--- src/rtl/seg7_pkg.sv ---
// Shared definitions for the 7-segment scan driver.
//   BCD_W   : width of one BCD digit
//   BCD_MAX : largest valid BCD digit value
//   scan_state_e : scan FSM states
package seg7_pkg;

  localparam int unsigned BCD_W = 4;
  localparam logic [BCD_W-1:0] BCD_MAX = 4'd9;

  typedef enum logic {
    BLANK,
    SCAN
  } scan_state_e;

endpackage

--- src/rtl/scan_prescaler.sv ---
// Scan-slot prescaler: free-running counter 0..PRESCALE-1 with a tick on the
// last count.
//   clk   : system clock
//   rst_n : asynchronous active-low reset
//   tick  : high while the count sits at PRESCALE-1 (decode of the count register)
module scan_prescaler #(
  parameter int unsigned PRESCALE = 50000
) (
  input  logic clk,
  input  logic rst_n,
  output logic tick
);

  localparam int unsigned CNT_W = $clog2(PRESCALE);
  localparam logic [CNT_W-1:0] CNT_MAX = CNT_W'(PRESCALE - 1);

  logic [CNT_W-1:0] cnt;

  // Wrapping slot counter
  always_ff @(posedge clk or negedge rst_n) begin
    if (!rst_n) begin
      cnt <= '0;
    end else if (cnt == CNT_MAX) begin
      cnt <= '0;
    end else begin
      cnt <= cnt + CNT_W'(1);
    end
  end

  assign tick = (cnt == CNT_MAX);

endmodule

--- src/rtl/bcd_scan_mux.sv ---
// Time-multiplexed scan driver for a multi-digit 7-segment display.
// Presents one digit per scan slot to a BCD-to-7-segment decoder; reloads are
// double-buffered so a frame never mixes old and new digits.
// Optional build macro: SCAN_LZB_EN enables leading-zero blanking.
//   clk         : system clock
//   rst_n       : asynchronous active-low reset
//   digits_in   : packed BCD, digit k in [4k+3:4k], digit 0 least significant
//   load        : 1-cycle strobe capturing digits_in
//   blank       : level-sensitive global blank
//   bcd_out     : current digit value to the decoder
//   seg_en      : decoder enable for the current digit
//   digit_sel   : one-hot active-high digit select
//   frame_start : 1-cycle pulse coincident with the first cycle of slot 0
module bcd_scan_mux
  import seg7_pkg::*;
#(
  parameter int unsigned NUM_DIGITS = 4,
  parameter int unsigned PRESCALE   = 50000
) (
  input  logic                        clk,
  input  logic                        rst_n,
  input  logic [BCD_W*NUM_DIGITS-1:0] digits_in,
  input  logic                        load,
  input  logic                        blank,
  output logic [BCD_W-1:0]            bcd_out,
  output logic                        seg_en,
  output logic [NUM_DIGITS-1:0]       digit_sel,
  output logic                        frame_start
);

  localparam int unsigned IDX_W  = $clog2(NUM_DIGITS);
  localparam int unsigned DATA_W = BCD_W * NUM_DIGITS;
  localparam logic [IDX_W-1:0] IDX_LAST = IDX_W'(NUM_DIGITS - 1);

  logic tick;

  scan_state_e       state_q, state_d;
  logic [IDX_W-1:0]  idx_q, idx_d;
  logic [DATA_W-1:0] shadow_q, shadow_d;
  logic [DATA_W-1:0] display_q, display_d;
  logic              pending_q, pending_d;

  logic                  boundary;
  logic [BCD_W-1:0]      digit_d;
  logic                  lz_blank;
  logic [BCD_W-1:0]      bcd_d;
  logic                  seg_en_d;
  logic [NUM_DIGITS-1:0] sel_d;
  logic                  fs_d;
`ifdef SCAN_LZB_EN
  logic                  lz_run;
`endif

  scan_prescaler #(
    .PRESCALE (PRESCALE)
  ) u_prescaler (
    .clk   (clk),
    .rst_n (rst_n),
    .tick  (tick)
  );

  // State, buffers and registered outputs
  always_ff @(posedge clk or negedge rst_n) begin
    if (!rst_n) begin
      state_q     <= BLANK;
      idx_q       <= '0;
      shadow_q    <= '0;
      display_q   <= '0;
      pending_q   <= 1'b0;
      bcd_out     <= '0;
      seg_en      <= 1'b0;
      digit_sel   <= '0;
      frame_start <= 1'b0;
    end else begin
      state_q     <= state_d;
      idx_q       <= idx_d;
      shadow_q    <= shadow_d;
      display_q   <= display_d;
      pending_q   <= pending_d;
      bcd_out     <= bcd_d;
      seg_en      <= seg_en_d;
      digit_sel   <= sel_d;
      frame_start <= fs_d;
    end
  end

  // Next state, buffer update and next-cycle outputs. Outputs are computed
  // from the next slot so the register shows the new slot right after a tick.
  always_comb begin
    state_d   = state_q;
    idx_d     = idx_q;
    shadow_d  = shadow_q;
    display_d = display_q;
    pending_d = pending_q;
    boundary  = 1'b0;
    digit_d   = '0;
    lz_blank  = 1'b0;
    bcd_d     = '0;
    seg_en_d  = 1'b0;
    sel_d     = '0;
    fs_d      = 1'b0;
`ifdef SCAN_LZB_EN
    lz_run    = 1'b1;
`endif

    case (state_q)
      BLANK: begin
        if (tick) begin
          state_d  = SCAN;
          idx_d    = '0;
          boundary = 1'b1;
        end
      end
      SCAN: begin
        if (tick) begin
          boundary = (idx_q == IDX_LAST);
          idx_d    = (idx_q == IDX_LAST) ? '0 : idx_q + IDX_W'(1);
        end
      end
      default: state_d = BLANK;
    endcase

    // A load on the boundary goes straight to the display; otherwise it waits
    // in the shadow until the next boundary.
    if (load) begin
      shadow_d = digits_in;
      if (boundary) begin
        display_d = digits_in;
        pending_d = 1'b0;
      end else begin
        pending_d = 1'b1;
      end
    end else if (boundary && pending_q) begin
      display_d = shadow_q;
      pending_d = 1'b0;
    end

    for (int k = 0; k < int'(NUM_DIGITS); k++) begin
      if (idx_d == IDX_W'(k)) begin
        digit_d = display_d[k*BCD_W +: BCD_W];
      end
    end

`ifdef SCAN_LZB_EN
    // Walk down from the top digit; a digit is a leading zero while every
    // digit above it (and itself) is zero. Digit 0 is never considered.
    for (int k = int'(NUM_DIGITS) - 1; k >= 1; k--) begin
      lz_run = lz_run && (display_d[k*BCD_W +: BCD_W] == '0);
      if (idx_d == IDX_W'(k)) begin
        lz_blank = lz_run;
      end
    end
`endif

    if (state_d == SCAN) begin
      bcd_d    = digit_d;
      sel_d    = blank ? '0 : (NUM_DIGITS'(1) << idx_d);
      seg_en_d = !blank && (digit_d <= BCD_MAX) && !lz_blank;
      fs_d     = boundary;
    end
  end

endmodule

--- config.mk ---
export PLATFORM = sky130hd
export DESIGN_NAME = bcd_scan_mux
export DESIGN_NICKNAME = d
export VERILOG_FILES = /design/src/rtl/seg7_pkg.sv /design/src/rtl/scan_prescaler.sv /design/src/rtl/bcd_scan_mux.sv
export SDC_FILE = /design/constraint.sdc
export NUM_CORES = 1
export LEC_CHECK = 0
export ABC_CLOCK_PERIOD_IN_PS = 3510
export CAP_MARGIN = 20
export CORE_UTILIZATION = 51
export DETAILED_ROUTE_END_ITERATION = 12
export GPL_TIMING_DRIVEN = 0
export PLACE_DENSITY = 0.7
export RECOVER_POWER = 100
export SYNTH_ARGS = -nofsm -noshare
export SYNTH_HDL_FRONTEND = slang
export SYNTH_SLANG_ARGS = --single-unit
export TNS_END_PERCENT = 5
--- constraint.sdc ---
create_clock -name clk -period 3.51 [get_ports clk]
set_input_delay 0.702 -clock clk [delete_from_list [all_inputs] [get_ports clk]]
set_output_delay 0.702 -clock clk [all_outputs]
set_load 0.1 [all_outputs]
==> summary.md <==
| Metric | Value |
|---|---|
| Starting Density | 0.535 |
| Final setup margin | between 0.4 and 0.5 ns |
| Clk slew on worst S/H paths | approximately 0.070 ns |
| Cells after Synth | about 260 |
| Syn Area/Cell | ~11 µm² |
| Vias in the first global route | between 1500 and 2000 |
| Failing checks | max-capacitance violations, max-slew violations |
| Fin Setup TNS | 0 ns |
| Actual slew at the worst max-slew pin | 2.12 ns |
| Synth Net Count | 278 |
| Port-buffer cells | 29 |
| Share of cells above drive strength 1 | 0.110 |
| CP endpoint kind | flip-flop |
| WP data required | 3.74 ns |
| Clock root buffer master | clkbuf_8 |
| Worst Reg-to-Reg Cells | 9 |
| Placeable Area | around 5200 µm² |
| Distinct cells, synth | 42 |
| Diode count | 0 |
| Worst hold start | u_prescaler.cnt[0] |
| Final hold slack | 0.459 ns |
| Final Hold Vio Count | 0 |
| Die X | between 70 and 80 µm |
| R2r startpoint | u_prescaler.cnt[4] |
| Cts repair resizes | 0 |
| CTS sink count | 62 |
| Vias | approximately 2100 |
| Slew HR | -0.411 |
| WL/cell | about 16 µm |
| Max_cap viols | 1 |
| Die area | roughly 5700 µm² |
| First-pass GRT wire length | between 9000 and 10000 µm |
| Avg Vias per Cell | 5.57 |
| Fin crit period | 3.10 ns |
| H-tree lvl count | 3 |
| Hpwl dp | roughly 4100 µm |
| Final wirelength | just under 6000 µm |
| Post-route DRC | 0 |
| Post-synth ARST share | 1.00 |
| Cell Area, Synth | between 2000 and 3000 µm² |
| DP Worst Slack | between 0.1 and 0.15 ns |
| # Post-CTS Setup Buffers | 0 |
| Fin area | ~3300 µm² |
| Leakage | between 1.5 and 2 nW |
| Register area share after synthesis | 0.560 |
| Row count | 26 |
| Hold Path Depth | 1 |
| WHS Endpoint | u_prescaler.cnt[0] |
| RSZ-0062 raised after global routing | no |
| Cts bufs inserted | 9 |
| Layout Skew | 0.00365 ns |
| Power per cell area | 436 nW/µm² |
| Synth top area share | 0.560 |
| Die H | ~76 µm |
| Max Clk Rate | between 0.3 and 0.4 GHz |
| Reg2Reg Capture Point | seg_en |
| Max Slew Vio Count | 38 |
| Startpoint Class | flip-flop |
| CTS tree | built |
| CP startpoint | u_prescaler.cnt[4] |
| # nets final | between 300 and 400 |
| Final setup violation count | 0 |
| Largest net degree at the start of global routing | 39 |
| P&R area growth vs syn | 20.7% |
| #FFs+latches synth | 62 |
| GPL Wtd Cong | a little over 0.8 |
| Flop-to-flop setup slack | about 0.41 ns |
| Type of the worst setup path | reg2reg |
| Fin crit share | 0.882 |
| EDFF count, synth | 0 |
| Initial antenna violation count | 0 |
| Largest area contributor in the netlist | dfrtp_1 |
| Crit-path max FO | 7 |
| FILL cells | ~430 |
| Syn. warnings | 0 |
| Skew-Pair Late Insertion Delay | 0.34 ns |
| Arrival time at the worst endpoint | between 3 and 4 ns |
| GR Overflow Total | 0 |
| Dominant synthesized flop cell | dfrtp_1 |
| Synth area leaders | dfrtp_1 (56%), mux2_2 (5.3%), o22ai_1 (4.1%), nor2_1 (3.8%), nand2_1 (3.5%) |
| Outcome | complete, but fails checks |
| CTS Hold Bufs | 0 |
| ANT nets after route | 0 |
| Placed Area | 3160 µm² |
| Hold WC Path Type | reg2reg |
| Pre-antenna DRT Iters | 4 |
| Maximum clock path buffer count | 2 |
| Peak supply drop | 259 µV |
| All-Layer GR Usage | 0.237 |
| DRT iter0 DRCs | 137 |
| Total I/O pin count | 30 |
==> cell type report <==
| class | count | area [µm²] | share of cell area |
|---|---|---|---|
| inverters | 10 | 38.8 | 0.0116 |
| clock buffers | 11 | 141 | 0.0423 |
| repair buffers | 30 | 304 | 0.0909 |
| clock inverters | 4 | 47.5 | 0.0142 |
| well taps | 70 | 87.6 | 0.0262 |
| multi-input cells | 178 | 1140 | 0.342 |
| plain buffers | 6 | 30.0 | 0.00898 |
| flip-flops and latches | 62 | 1550 | 0.464 |
==> kinds of logic (layout without fill, tap and decap cells) <==
kind of cell | Yosys count | count (layout) | synth area share
simple gates | 93 | 93 | 0.169
flops | 62 | 62 | 0.560
compound gates | 53 | 53 | 0.128
mux | 16 | 16 | 0.0637
buf+inv | 16 | 61 | 0.0249
xor+xnor | 14 | 14 | 0.0443
fa+ha+maj | 2 | 2 | 0.00904
==> worst max path at each step <==
| stage | end | slack (ns) |
|---|---|---|
| 5_1_grt | seg_en | 0.11 |
| 4_1_cts | seg_en | 0.44 |
| 2_1_floorplan | seg_en | 0.88 |
| 6_report | seg_en | 0.41 |
| 3_3_place_gp | digit_sel[0] | -0.24 |
| 3_5_place_dp | seg_en | 0.12 |
==> sequential cells by signal, summed over array words and instances, names as in the netlist <==
register / cells
display_q: 16
shadow_q: 16
u_prescaler.cnt: 16
bcd_out: 4
digit_sel: 4
idx_q: 2
frame_start: 1
pending_q: 1
seg_en: 1
state_q: 1
==> placed cells by master (no fill, tap or decap), types with 6 or more instances in the layout <==
cell             count
nand3_1              6
xor2_1               8
clkbuf_8            10
nand2b_1             6
inv_1                8
o21ai_0              6
o22ai_1             18
mux2_2              13
clkdlybuf4s50_1     17
dlygate4sd3_1       11
a21oi_1              8
clkbuf_1             7
dfrtp_1             62
nand2_1             27
xnor2_1              6
nor2_1              28
==> routing by layer <==
metal  vias to the layer above  track usage  part of all wire
met2                        48        0.384              0.49
met3                         7       0.0794             0.043
met1                      1016        0.304              0.45
met5                         -            0                 0
li1                        997            -                 -
met4                         0       0.0741             0.013
==> synth_stat cells (all sizes together), types with 2 or more instances <==
master and n:
and3 3, nand4 3, nand3b 2, nand3 6, a21oi 8, nand2 27, mux2 13, a31o 2
nor2 28, clkinv 2, a221o 3, nor2b 4, a22oi 4, xor2 8, nand2b 6, o21ai 6
o22ai 18, dfrtp 62, clkbuf 5, ha 2, nor3 5, xnor2 6, a32oi 4, and2 2
mux2i 3, inv 8, o31ai 3, nor4b 2
==> where the power goes <==
group	internal, mW	leakage (nW)	switching [mW]
logic	0.0473	0.640	0.0454
registers	0.740	0.801	0.0126
clock network	0.341	0.0952	0.271
==> worst max-delay path, stage by stage (launching register included) <==
cell      delay [ns]
dfrtp_1         0.43
or4b_1          0.59
nor4_4          0.43
mux2i_1         0.58
inv_1           0.23
nand2_1         0.17
o22ai_1         0.10
a211o_1         0.24
o21ai_0         0.12
a21boi_1        0.10
==> metrics by stage <==
step | util | power, mW | cells
6_report | 0.646 | 1.46 | 371
5_1_grt | 0.646 | 1.51 | 371
4_1_cts | 0.648 | 1.47 | 371
3_5_place_dp | 0.611 | 0.859 | 356
3_3_place_gp | 0.608 | 0.853 | 355
2_1_floorplan | - | 0.804 | 256
No activity file was read; power rests on OpenSTA's default activity.
